[src/rtl/gf180mcu_fd_sc_mcu9t5v0__in2_bist.sv]
// rtl/gf180mcu_fd_sc_mcu9t5v0__in2_bist.sv - BIST initiator for 2-input combinational library cells
// Sweeps {A1,A2} through 00..11, checks Z against a latched truth table, reports errors.
module gf180mcu_fd_sc_mcu9t5v0__in2_bist #(
    parameter int SETTLE = 1,
    parameter int PASSES = 1,
    parameter int ERR_W  = 4
) (
`ifdef USE_POWER_PINS
    inout  wire               VDD,
    inout  wire               VSS,
`endif
    input  logic              CLK,
    input  logic              RN,
    input  logic              START,
    input  logic              ABORT,
    input  logic [3:0]        TRUTH,
    input  logic              Z,
    output logic              A1,
    output logic              A2,
    output logic              BUSY,
    output logic              DONE,
    output logic              PASS,
    output logic [ERR_W-1:0]  ERR_CNT,
    output logic [1:0]        FAIL_VEC
);

    localparam int SC_W = (SETTLE > 0) ? $clog2(SETTLE + 1) : 1;
    localparam int PC_W = (PASSES > 1) ? $clog2(PASSES) : 1;
    localparam logic [SC_W-1:0]  SETTLE_V   = SC_W'(SETTLE);
    localparam logic [PC_W-1:0]  LAST_PASS  = PC_W'(PASSES - 1);
    localparam logic [ERR_W-1:0] ERR_MAX    = {ERR_W{1'b1}};

    typedef enum logic [1:0] {
        ST_IDLE = 2'd0,
        ST_RUN  = 2'd1,
        ST_DONE = 2'd2
    } state_t;

    state_t             state_q, state_d;
    logic [3:0]         truth_q, truth_d;
    logic [1:0]         vec_q, vec_d;
    logic [SC_W-1:0]    scnt_q, scnt_d;
    logic [PC_W-1:0]    pcnt_q, pcnt_d;
    logic               busy_q, busy_d;
    logic               done_q, done_d;
    logic               pass_q, pass_d;
    logic [ERR_W-1:0]   err_q, err_d;
    logic [1:0]         fvec_q, fvec_d;
    logic               seen_q, seen_d;

    logic               mismatch;
    logic               last_sample;

    assign mismatch    = (Z != truth_q[vec_q]);
    assign last_sample = (vec_q == 2'b11) && (pcnt_q == LAST_PASS);

    always_ff @(posedge CLK or negedge RN) begin
        if (!RN) begin
            state_q <= ST_IDLE;
            truth_q <= 4'b0000;
            vec_q   <= 2'b00;
            scnt_q  <= '0;
            pcnt_q  <= '0;
            busy_q  <= 1'b0;
            done_q  <= 1'b0;
            pass_q  <= 1'b0;
            err_q   <= '0;
            fvec_q  <= 2'b00;
            seen_q  <= 1'b0;
        end else begin
            state_q <= state_d;
            truth_q <= truth_d;
            vec_q   <= vec_d;
            scnt_q  <= scnt_d;
            pcnt_q  <= pcnt_d;
            busy_q  <= busy_d;
            done_q  <= done_d;
            pass_q  <= pass_d;
            err_q   <= err_d;
            fvec_q  <= fvec_d;
            seen_q  <= seen_d;
        end
    end

    always_comb begin
        state_d = state_q;
        truth_d = truth_q;
        vec_d   = vec_q;
        scnt_d  = scnt_q;
        pcnt_d  = pcnt_q;
        busy_d  = busy_q;
        done_d  = done_q;
        pass_d  = pass_q;
        err_d   = err_q;
        fvec_d  = fvec_q;
        seen_d  = seen_q;

        if (ABORT) begin
            // Error count and first failing vector stay visible after an abort.
            state_d = ST_IDLE;
            busy_d  = 1'b0;
            done_d  = 1'b0;
            pass_d  = 1'b0;
            vec_d   = 2'b00;
            scnt_d  = '0;
            pcnt_d  = '0;
        end else begin
            case (state_q)
                ST_IDLE, ST_DONE: begin
                    if (START) begin
                        state_d = ST_RUN;
                        truth_d = TRUTH;
                        vec_d   = 2'b00;
                        scnt_d  = '0;
                        pcnt_d  = '0;
                        busy_d  = 1'b1;
                        done_d  = 1'b0;
                        pass_d  = 1'b0;
                        err_d   = '0;
                        fvec_d  = 2'b00;
                        seen_d  = 1'b0;
                    end
                end
                ST_RUN: begin
                    if (scnt_q != SETTLE_V) begin
                        scnt_d = scnt_q + SC_W'(1);
                    end else begin
                        scnt_d = '0;
                        if (mismatch) begin
                            if (err_q != ERR_MAX) begin
                                err_d = err_q + ERR_W'(1);
                            end
                            if (!seen_q) begin
                                fvec_d = vec_q;
                            end
                            seen_d = 1'b1;
                        end
                        if (last_sample) begin
                            state_d = ST_DONE;
                            vec_d   = 2'b00;
                            busy_d  = 1'b0;
                            done_d  = 1'b1;
                            pass_d  = !(seen_q || mismatch);
                        end else begin
                            vec_d = vec_q + 2'b01;
                            if (vec_q == 2'b11) begin
                                pcnt_d = pcnt_q + PC_W'(1);
                            end
                        end
                    end
                end
                default: begin
                    state_d = ST_IDLE;
                    busy_d  = 1'b0;
                    done_d  = 1'b0;
                    pass_d  = 1'b0;
                    vec_d   = 2'b00;
                end
            endcase
        end
    end

    assign A1       = vec_q[1];
    assign A2       = vec_q[0];
    assign BUSY     = busy_q;
    assign DONE     = done_q;
    assign PASS     = pass_q;
    assign ERR_CNT  = err_q;
    assign FAIL_VEC = fvec_q;

endmodule

[config.mk]
export PLATFORM = sky130hd
export DESIGN_NAME = gf180mcu_fd_sc_mcu9t5v0__in2_bist
export DESIGN_NICKNAME = d
export VERILOG_FILES = /design/src/rtl/gf180mcu_fd_sc_mcu9t5v0__in2_bist.sv
export SDC_FILE = /design/constraint.sdc
export NUM_CORES = 1
export LEC_CHECK = 0
export BUFFER_PORTS_ARGS = -buffer_cell sky130_fd_sc_hd__buf_4
export CAP_MARGIN = 10
export CORE_UTILIZATION = 52
export DETAILED_ROUTE_END_ITERATION = 10
export MAX_ROUTING_LAYER = met4
export PLACE_DENSITY = 0.86
export SLEW_MARGIN = 0
export SYNTH_ARGS = -nofsm -noshare
export SYNTH_HDL_FRONTEND = slang
export SYNTH_SLANG_ARGS = --single-unit
[constraint.sdc]
create_clock -name CLK -period 2.3 [get_ports CLK]
set_input_delay 0 -clock CLK [delete_from_list [all_inputs] [get_ports CLK]]
set_output_delay 0 -clock CLK [all_outputs]
set_load 0.05 [all_outputs]
Yosys cells after proc, flatten, opt, wreduce, memory -nomap -nowiden
Index checks and enable logic that the tools add are counted.

Input port bits: 9. Logic and storage cells: 94. Output and inout bits: 11. Flip-flop bits (word level): 20.

Magnitude comparators: 1. Add/sub/neg operators: 4. Reductions and logical operators: 15. Bitwise operators: 2. Equality and inequality tests: 15. Multiplexer cells: 46.

Operators with widths (number): $mux 2 (11); $mux 1 (20); $mux 4 (4); $ne 3x3->1 const B (5); $pmux 1 s2 (6); $pmux 2 s2 (3); $reduce_and 6->1 (2); $ne 2x2->1 const B (5); $reduce_and 5->1 (2); $pmux 4 s2 (1); $reduce_and 3->1 (2); $add 4x1->4 const B (1); $eq 2x2->1 const B (2); $ne 4x4->1 const B (1); $reduce_and 2->1 (2); $lt 2x3->1 const B (1); $reduce_bool 3->1 (1); $add 1x1->1 const B (2); $add 2x1->2 const B (1); $bmux 1 s2 (1); $eq 2x1->1 const B (1); $logic_not 2->1 (1); $not 1->1 (2); $reduce_bool 2->1 (1); 5 further kinds (5).

Logic depth before layout (Yosys ltp)
Gate-level depths: netlist (run 1).

Depth in word-level cells: 9. Depth in mapped cells: 6. Mapped depth without buffers: 5.

Worst setup path after synthesis (run 1)
No wires, ideal clock.

Path kind: register to register. From: register vec_q[1]. To: register fvec_q[0], in the netlist FAIL_VEC[0]. Data required time: 2180 ps. Setup time: 120 ps. Arrival: 1807 ps. Period minus slack after synthesis: 1927 ps. Setup slack: 373 ps. Stages on the path, launching flop included: 5. Buffers on the path: 0. Cell sequence: dfrtp_1 mux2i_2 mux2i_4 o211ai_1 a31o_1.

Word-level cells in the longest chain between the ends: 5.

RTL lines: start, declared (RTL line 41) `logic [1:0] vec_q, vec_d;`; start signal, assigned (RTL line 73) `vec_q <= vec_d;`; $bmux 1 s2 (RTL line 54) `assign mismatch = (Z != truth_q[vec_q]);`; $mux 1 (not written as such) (RTL line 54); $ne 1x1->1 (RTL line 54); $ne 2x2->1 (no source line); $reduce_and 6->1 (no source line); end signal, assigned (RTL line 80) `fvec_q <= fvec_d;`; end, declared (RTL line 48) `logic [1:0] fvec_q, fvec_d;`.

Every way passes these cells. The select of a mux whose other input is x is not followed. A chain may end at the register's enable or synchronous reset.

Worst setup path after layout (run 1)
From: register vec_q[1]. To: register fvec_q[1], in the netlist FAIL_VEC[1].

Word-level cells in the longest chain between the ends: 5. Elaborated cells on any way between the ends: 9. Those cells by class: 2 x eq/ne; 6 x mux; 1 x reduce/logical.

RTL lines (RTL line): $bmux 1 s2 (54); $mux 1 (not written as such) (54); $ne 1x1->1 (54); $ne 2x2->1 (no source line); $reduce_and 6->1 (no source line).

Several ways; a longest one is shown, not always the timed one. The select of a mux whose other input is x is not followed.

==> flow_summary_export.csv, run 1 <==
group,metric,value,unit
clock_network,clkTransAtPathRegs,0.11,ns
global_routing,track_usage,24.8,%
place,io_buffers,19,
global_routing,antenna_found_initial,0,
global_routing,gr-total-overflow,0,
worst_hold_path,hold_path.class,"in2reg",
drt,ant_nets,0,
drt,first_pass_iters,5,
sta,timing.final.crit_share,76.1,%
layout,finalNonFillerCells,166,
setup_path,crit_type,"reg2reg",
floorplan,die_y,48.4,um
floorplan,fp.dieW,48.4,um
drt,wl_met3,88,um
power_and_ir_drop,p_leak,0.000633,uW
clock_network,numCtsBuffers,3,
sta,worstMarginPinSlew,0.415,ns
global_routing,grt_pass1_vias,948,
place,hpwl,1.77,mm
logic_synthesis,netlist_instances,112,
run_status,outcome,"finished clean",
sta,slew_viol_final,0,
logic_synthesis,yosysUniqueCellTypes,42,
sta,fin_ws,0.549,ns
setup_path,arrival,1.94,ns
floorplan,core,0.00200,mm^2
drt,dr_wl_met2,1.23,mm
layout,syn_to_final_growth,21.5,%
sta,fin_setup_tns,0,ns
layout,final_common_cell,"buf_4",
clock_network,insertion_delay,0.30,ns
drt,routed_wl,2.50,mm
power_and_ir_drop,powerDensity,573,mW/mm^2
global_routing,grt_pass1_wl,4.32,mm
drt,met1_length,1.14,mm
logic_synthesis,async_reset_ff_share,100,%
sta,final_hold_viol_count,0,
logic_synthesis,ys_ff_latch,19,
clock_network,clock-root-buffer,"clkbuf_4",
setup_path,worst-path-max-fanout,10,
setup_path,crit_path_top_delay_cell,"dfrtp_1",
drt,wl_per_cell,15.1,um
setup_path,path_cells,"mux2i_2 -> mux2i_4 -> o211ai_1 -> a32o_1",
place,post-place-ws,0.561,ns
sta,setup_viol,0,
logic_synthesis,synth_warnings,0,
setup_path,critPathRequiredTime,2.49,ns
floorplan,rows,16,
logic_synthesis,syn_nets,123,
drt,drt_iter0_markers,34,
drt,routed_via_density,5.73,
logic_synthesis,synth_edf_count,0,
sta,min_period,1.75,ns
place,dp_cells,156,
global_routing,grt_max_degree,20,
floorplan,die-area,0.00235,mm^2
sta,slew_headroom,72.2,%
floorplan,start_util,56.0,%
place,gp_congestion,0.796,
floorplan,io_pins,20,
setup_path,cp_top_family,"multiplexers",
drt,drc_errors,0,
logic_synthesis,ys_seq_area_share,42.4,%
drt,route.vias.total,951,
clock_network,cts_tree,"built",
setup_path,cp.buffers_inverters,0,
layout,final_nets,151,
sta,rsz0062_at_grt,"no",
sta,clock_skew,0.00500,ns
setup_path,startpoint_type,"flop",
drt,dr.max_layer_used,"met4",
clock_network,htreeDepth,1,
layout,diodes,0,
layout,most-common-layout-cells,"buf_4 (20), dfrtp_1 (19), nand2_1 (18)",
clock_network,postCtsSetupBuffers,0,
layout,post-route-util,68.1,%
sta,fin_hold_ws,0.0492,ns
setup_path,critPathCaptureType,"flop",
logic_synthesis,synthesis.area,0.00112,mm^2
clock_network,cts-resized-gates,0,
job,drv_cap,0,
layout,drive_above_1_share,24.5,%
clock_network,cts_num_sinks,19,
clock_network,clk_path_buf_depth,2,
sta,max_freq,571,MHz
logic_synthesis,avgSynthCellArea,10.0,um^2
power_and_ir_drop,ir_drop,0.000427,V
setup_path,cp_slowest_stage_delay,0.54,ns
logic_synthesis,synth-main-ff-cell,"dfrtp_1",
-- layout make-up --
cell class / count / area, um^2
Timing Repair Buffer: 26 / 210
Inverter: 9 / 33.8
Fill cell: 155 / 639
Multi-Input combinational cell: 81 / 583
Sequential cell: 19 / 475
Tap cell: 27 / 33.8
Clock buffer: 4 / 26.3
-- what timing repair did --
| item | in CTS | in global routing |
|---|---|---|
| hold buffers | 6 | 0 |
| hold endpoints to repair | 24 | 0 |
| setup endpoints to repair | 0 | 0 |
-- registers in the layout, indices dropped and copies added, names as in the netlist --
| name | count |
|---|---|
| ERR_CNT | 4 |
| truth_q | 4 |
| FAIL_VEC | 2 |
| vec_q | 2 |
| BUSY | 1 |
| DONE | 1 |
| PASS | 1 |
| pcnt_q | 1 |
| scnt_q | 1 |
| seen_q | 1 |
| state_q | 1 |
-- cells by family after synthesis --
kind of cell	after synthesis	share of synthesized area, %
flops	19	42.4
xor+xnor	1	0.781
fa+ha+maj	2	2.23
compound gates	26	17.2
mux	6	9.49
buf+inv	12	5.58
simple gates	46	22.3
-- per-layer routing --
layer / track usage [%] / vias to the layer above
met5: - / -
met4: 6.86 / 0
met3: 2.83 / 6
met2: 41.3 / 29
met1: 32.2 / 465
li1: - / 451
-- synthesized netlist by cell type (2+ instances only) --
master | instances | share of area (%)
mux2i_4 | 2 | 4.0
o32ai_1 | 2 | 1.6
nand2_1 | 18 | 6.0
nand3_1 | 4 | 1.8
o21ai_1 | 2 | 0.89
ha_1 | 2 | 2.2
o211ai_1 | 2 | 1.3
nor3_1 | 2 | 0.89
dfrtp_1 | 19 | 42
nand2b_1 | 3 | 1.7
nor3b_2 | 2 | 2.2
nor2_1 | 3 | 1.0
a21oi_1 | 3 | 1.3
nand3b_1 | 2 | 1.3
inv_1 | 9 | 3.0
mux2i_2 | 2 | 2.5
nor2b_1 | 2 | 1.1
o211a_1 | 3 | 2.7
nor3b_1 | 2 | 1.3
o21ai_0 | 6 | 2.7
-- per-stage QoR --
stage          total power [uW]  cell area (um^2)
2_1_floorplan               545              1120
3_3_place_gp                596              1280
3_5_place_dp                605              1280
4_1_cts                     782              1360
5_1_grt                     821              1360
6_report                    780              1360
-- path summary, 6_finish.rpt --
| path | cells past startpoint | endpoint | start | slack [ns] |
|---|---|---|---|---|
| hold / removal | 4 | PASS | Z | 0.05 |
| min in group asynchronous | 2 | state_q[0] | RN | 0.10 |
| setup / recovery | 4 | FAIL_VEC[1] | vec_q[1] | 0.55 |
| setup reg to reg | 4 | FAIL_VEC[1] | vec_q[1] | 0.55 |
| max in group asynchronous | 2 | vec_q[0] | RN | 2.00 |
| hold reg to reg | 1 | FAIL_VEC[0] | FAIL_VEC[0] | 0.53 |
-- worst reg2reg max path, cell delays in order (launching register included) --
cell and delay [ns]:
dfrtp_1 0.54, mux2i_2 0.33, mux2i_4 0.39, o211ai_1 0.17
a32o_1 0.23
-- report_power, final --
| part | internal [uW] | switching (uW) | total [uW] |
|---|---|---|---|
| Clock | 67.5 | 106 | 174 |
| Combinational | 86.2 | 119 | 205 |
| Sequential | 364 | 38.3 | 402 |
| Total | 517 | 263 | 780 |
No activity file was read; power rests on OpenSTA's default activity.
==> run 2, diff against run 1 <==
==> constraint.sdc (replaced) <==
create_clock -name CLK -period 1.73 [get_ports CLK]
set_input_delay 0 -clock CLK [delete_from_list [all_inputs] [get_ports CLK]]
set_output_delay 0 -clock CLK [all_outputs]
set_load 0.05 [all_outputs]
==> run 2 against run 1 <==
Net effect:
- wire length is 12% higher
- combinational power is 57% higher
- count of clock-buffer cells in the layout stayed put
- via count is 8.5% higher
- critical endpoint is now ERR_CNT[0]
- largest cell class unchanged
==> flow_summary_export.csv, run 2 (synthesis gave the netlist of run 1 again) <==
group,metric,value,unit
clock_network,clk_path_buf_depth,2,
run_status,outcome,"finished clean",
setup_path,cp_slowest_stage_delay,0.50,ns
place,gp_congestion,0.852,
clock_network,cts_tree,"built",
setup_path,worst-path-max-fanout,7,
floorplan,start_util,56.0,%
sta,timing.final.crit_share,99.6,%
global_routing,gr-total-overflow,0,
setup_path,cp_common_cell,"mux2i_4",
clock_network,clock-root-buffer,"clkbuf_4",
drt,routed_wl,2.81,mm
global_routing,grt_pass1_wl,4.17,mm
setup_path,path_cells,"mux2i_4 -> mux2i_4 -> buf_4 -> nor2_2 -> o32ai_1",
layout,syn_to_final_growth,31.1,%
sta,worstMarginPinSlew,0.436,ns
layout,multiInputGateArea,616,um^2
floorplan,io_pins,20,
clock_network,insertion_delay,0.31,ns
job,drv_cap,0,
power_and_ir_drop,total_power,1080,uW
sta,slew_viol_final,0,
layout,most-common-layout-cells,"buf_4 (28), nand2_1 (18), dfrtp_1 (17)",
drt,routed_via_density,5.86,
layout,final_nets,161,
worst_hold_path,hold_path.class,"in2reg",
global_routing,grt_max_degree,20,
setup_path,crit_type,"reg2reg",
place,dp_cells,159,
drt,first_pass_iters,4,
floorplan,rows,16,
setup_path,cp_top_family,"multiplexers",
setup_path,critPathCaptureType,"flop",
place,io_buffers,19,
global_routing,track_usage,23.9,%
sta,setup_viol,0,
sta,max_freq,580,MHz
floorplan,die_y,48.4,um
layout,final_common_cell,"buf_4",
worst_hold_path,hold_path_end,"PASS",
layout,fillers,138,
setup_path,crit_path_top_delay_cell,"dfrtp_2",
sta,min_period,1.72,ns
sta,final_hold_viol_count,0,
drt,drc_errors,0,
drt,drt_iter0_markers,49,
floorplan,fp.dieW,48.4,um
setup_path,r2r-end,"ERR_CNT[0]",
setup_path,critPathRequiredTime,1.93,ns
floorplan,die-area,0.00235,mm^2
layout,seqCellArea,478,um^2
clock_network,cts_num_sinks,19,
worst_hold_path,min_from,"Z",
setup_path,startpoint_type,"flop",
setup_path,r2r_slack,0.007,ns
layout,post-route-util,73.4,%
layout,drive_above_1_share,30.2,%
power_and_ir_drop,powerDensity,737,mW/mm^2
power_and_ir_drop,ir_drop,0.000629,V
sta,fin_ws,0.00702,ns
global_routing,grt_pass1_vias,908,
setup_path,worst-r2r-cell-count,5,
sta,fin_hold_ws,0.0305,ns
sta,clock_skew,0.0116,ns
setup_path,arrival,1.92,ns
clock_network,clkTransAtPathRegs,0.11,ns
place,hpwl,1.78,mm
setup_path,cp.buffers_inverters,1,
floorplan,core,0.00200,mm^2
clock_network,htreeDepth,1,
drt,wl_per_cell,15.9,um
worst_hold_path,holdPathStages,4,
drt,ant_nets,0,
layout,diodes,0,
sta,slew_headroom,70.7,%
setup_path,reg2reg_from,"vec_q[1]",
place,post-place-ws,0.0618,ns
clock_network,numCtsBuffers,3,
power_and_ir_drop,p_leak,0.000699,uW
layout,finalNonFillerCells,176,
global_routing,antenna_found_initial,0,
drt,route.vias.total,1032,
-- run 2: cell types whose count changed in the layout (fill, tap and decap cells not counted), sizes merged --
cell          change
dlymetal6s2s      +1
buf               +8
mux2i             +1
-- run 2: worst min-delay path: cells and delay by family --
kind	cells	cell delay (ns)
AOI/OAI and AO/OA	1	0.05
buffers and inverters	1	0.11
and+or+nand+nor	1	0.08
xor gates and xnor gates	1	0.07
-- run 2: report_power, final --
part	internal, uW	switching, uW
Clock	90.1	141
Combinational	142	180
Sequential	484	47.9
Total	716	368
-- run 2: cell type report --
cell class | count | share of cell area (%)
multi-input combinational | 82 | 41.9
sequential | 19 | 32.5
timing repair buffer | 35 | 19.2
inverter | 9 | 2.30
tap | 27 | 2.30
clock buffer | 4 | 1.79
-- run 2: per-layer routing --
layer	track usage, %	up-vias	routed length [um]
met5	-	-	0
met4	4.41	0	34
met3	6.29	6	179
met2	38.5	45	1370
met1	30.9	506	1220
li1	-	475	-
-- run 2: through the flow --
step | setup TNS (ns) | instance area [um^2]
2_1_floorplan | 0 | 1120
3_3_place_gp | 0 | 1300
3_5_place_dp | 0 | 1300
4_1_cts | 0 | 1390
5_1_grt | -0.134 | 1470
6_report | 0 | 1470
-- run 2: how the worst max path moves through the flow --
| stage | depth (start not counted) | to | startpoint | slack, ns |
|---|---|---|---|---|
| after floorplan | 5 | ERR_CNT[3] | ERR_CNT[0] | 0.002 |
| after global placement | 4 | FAIL_VEC[0] | vec_q[1] | 0.13 |
| after detailed placement | 4 | ERR_CNT[0] | vec_q[1] | 0.06 |
| after CTS | 4 | ERR_CNT[0] | vec_q[1] | 0.05 |
| after global routing | 5 | ERR_CNT[0] | vec_q[1] | -0.04 |
| final | 5 | ERR_CNT[0] | vec_q[1] | 0.007 |
-- run 2: what timing repair did --
action	CTS	global route
gates resized for setup	0	3
setup endpoints to repair	0	6
hold endpoints to repair	24	0
hold buffers	6	0
setup buffers	0	6
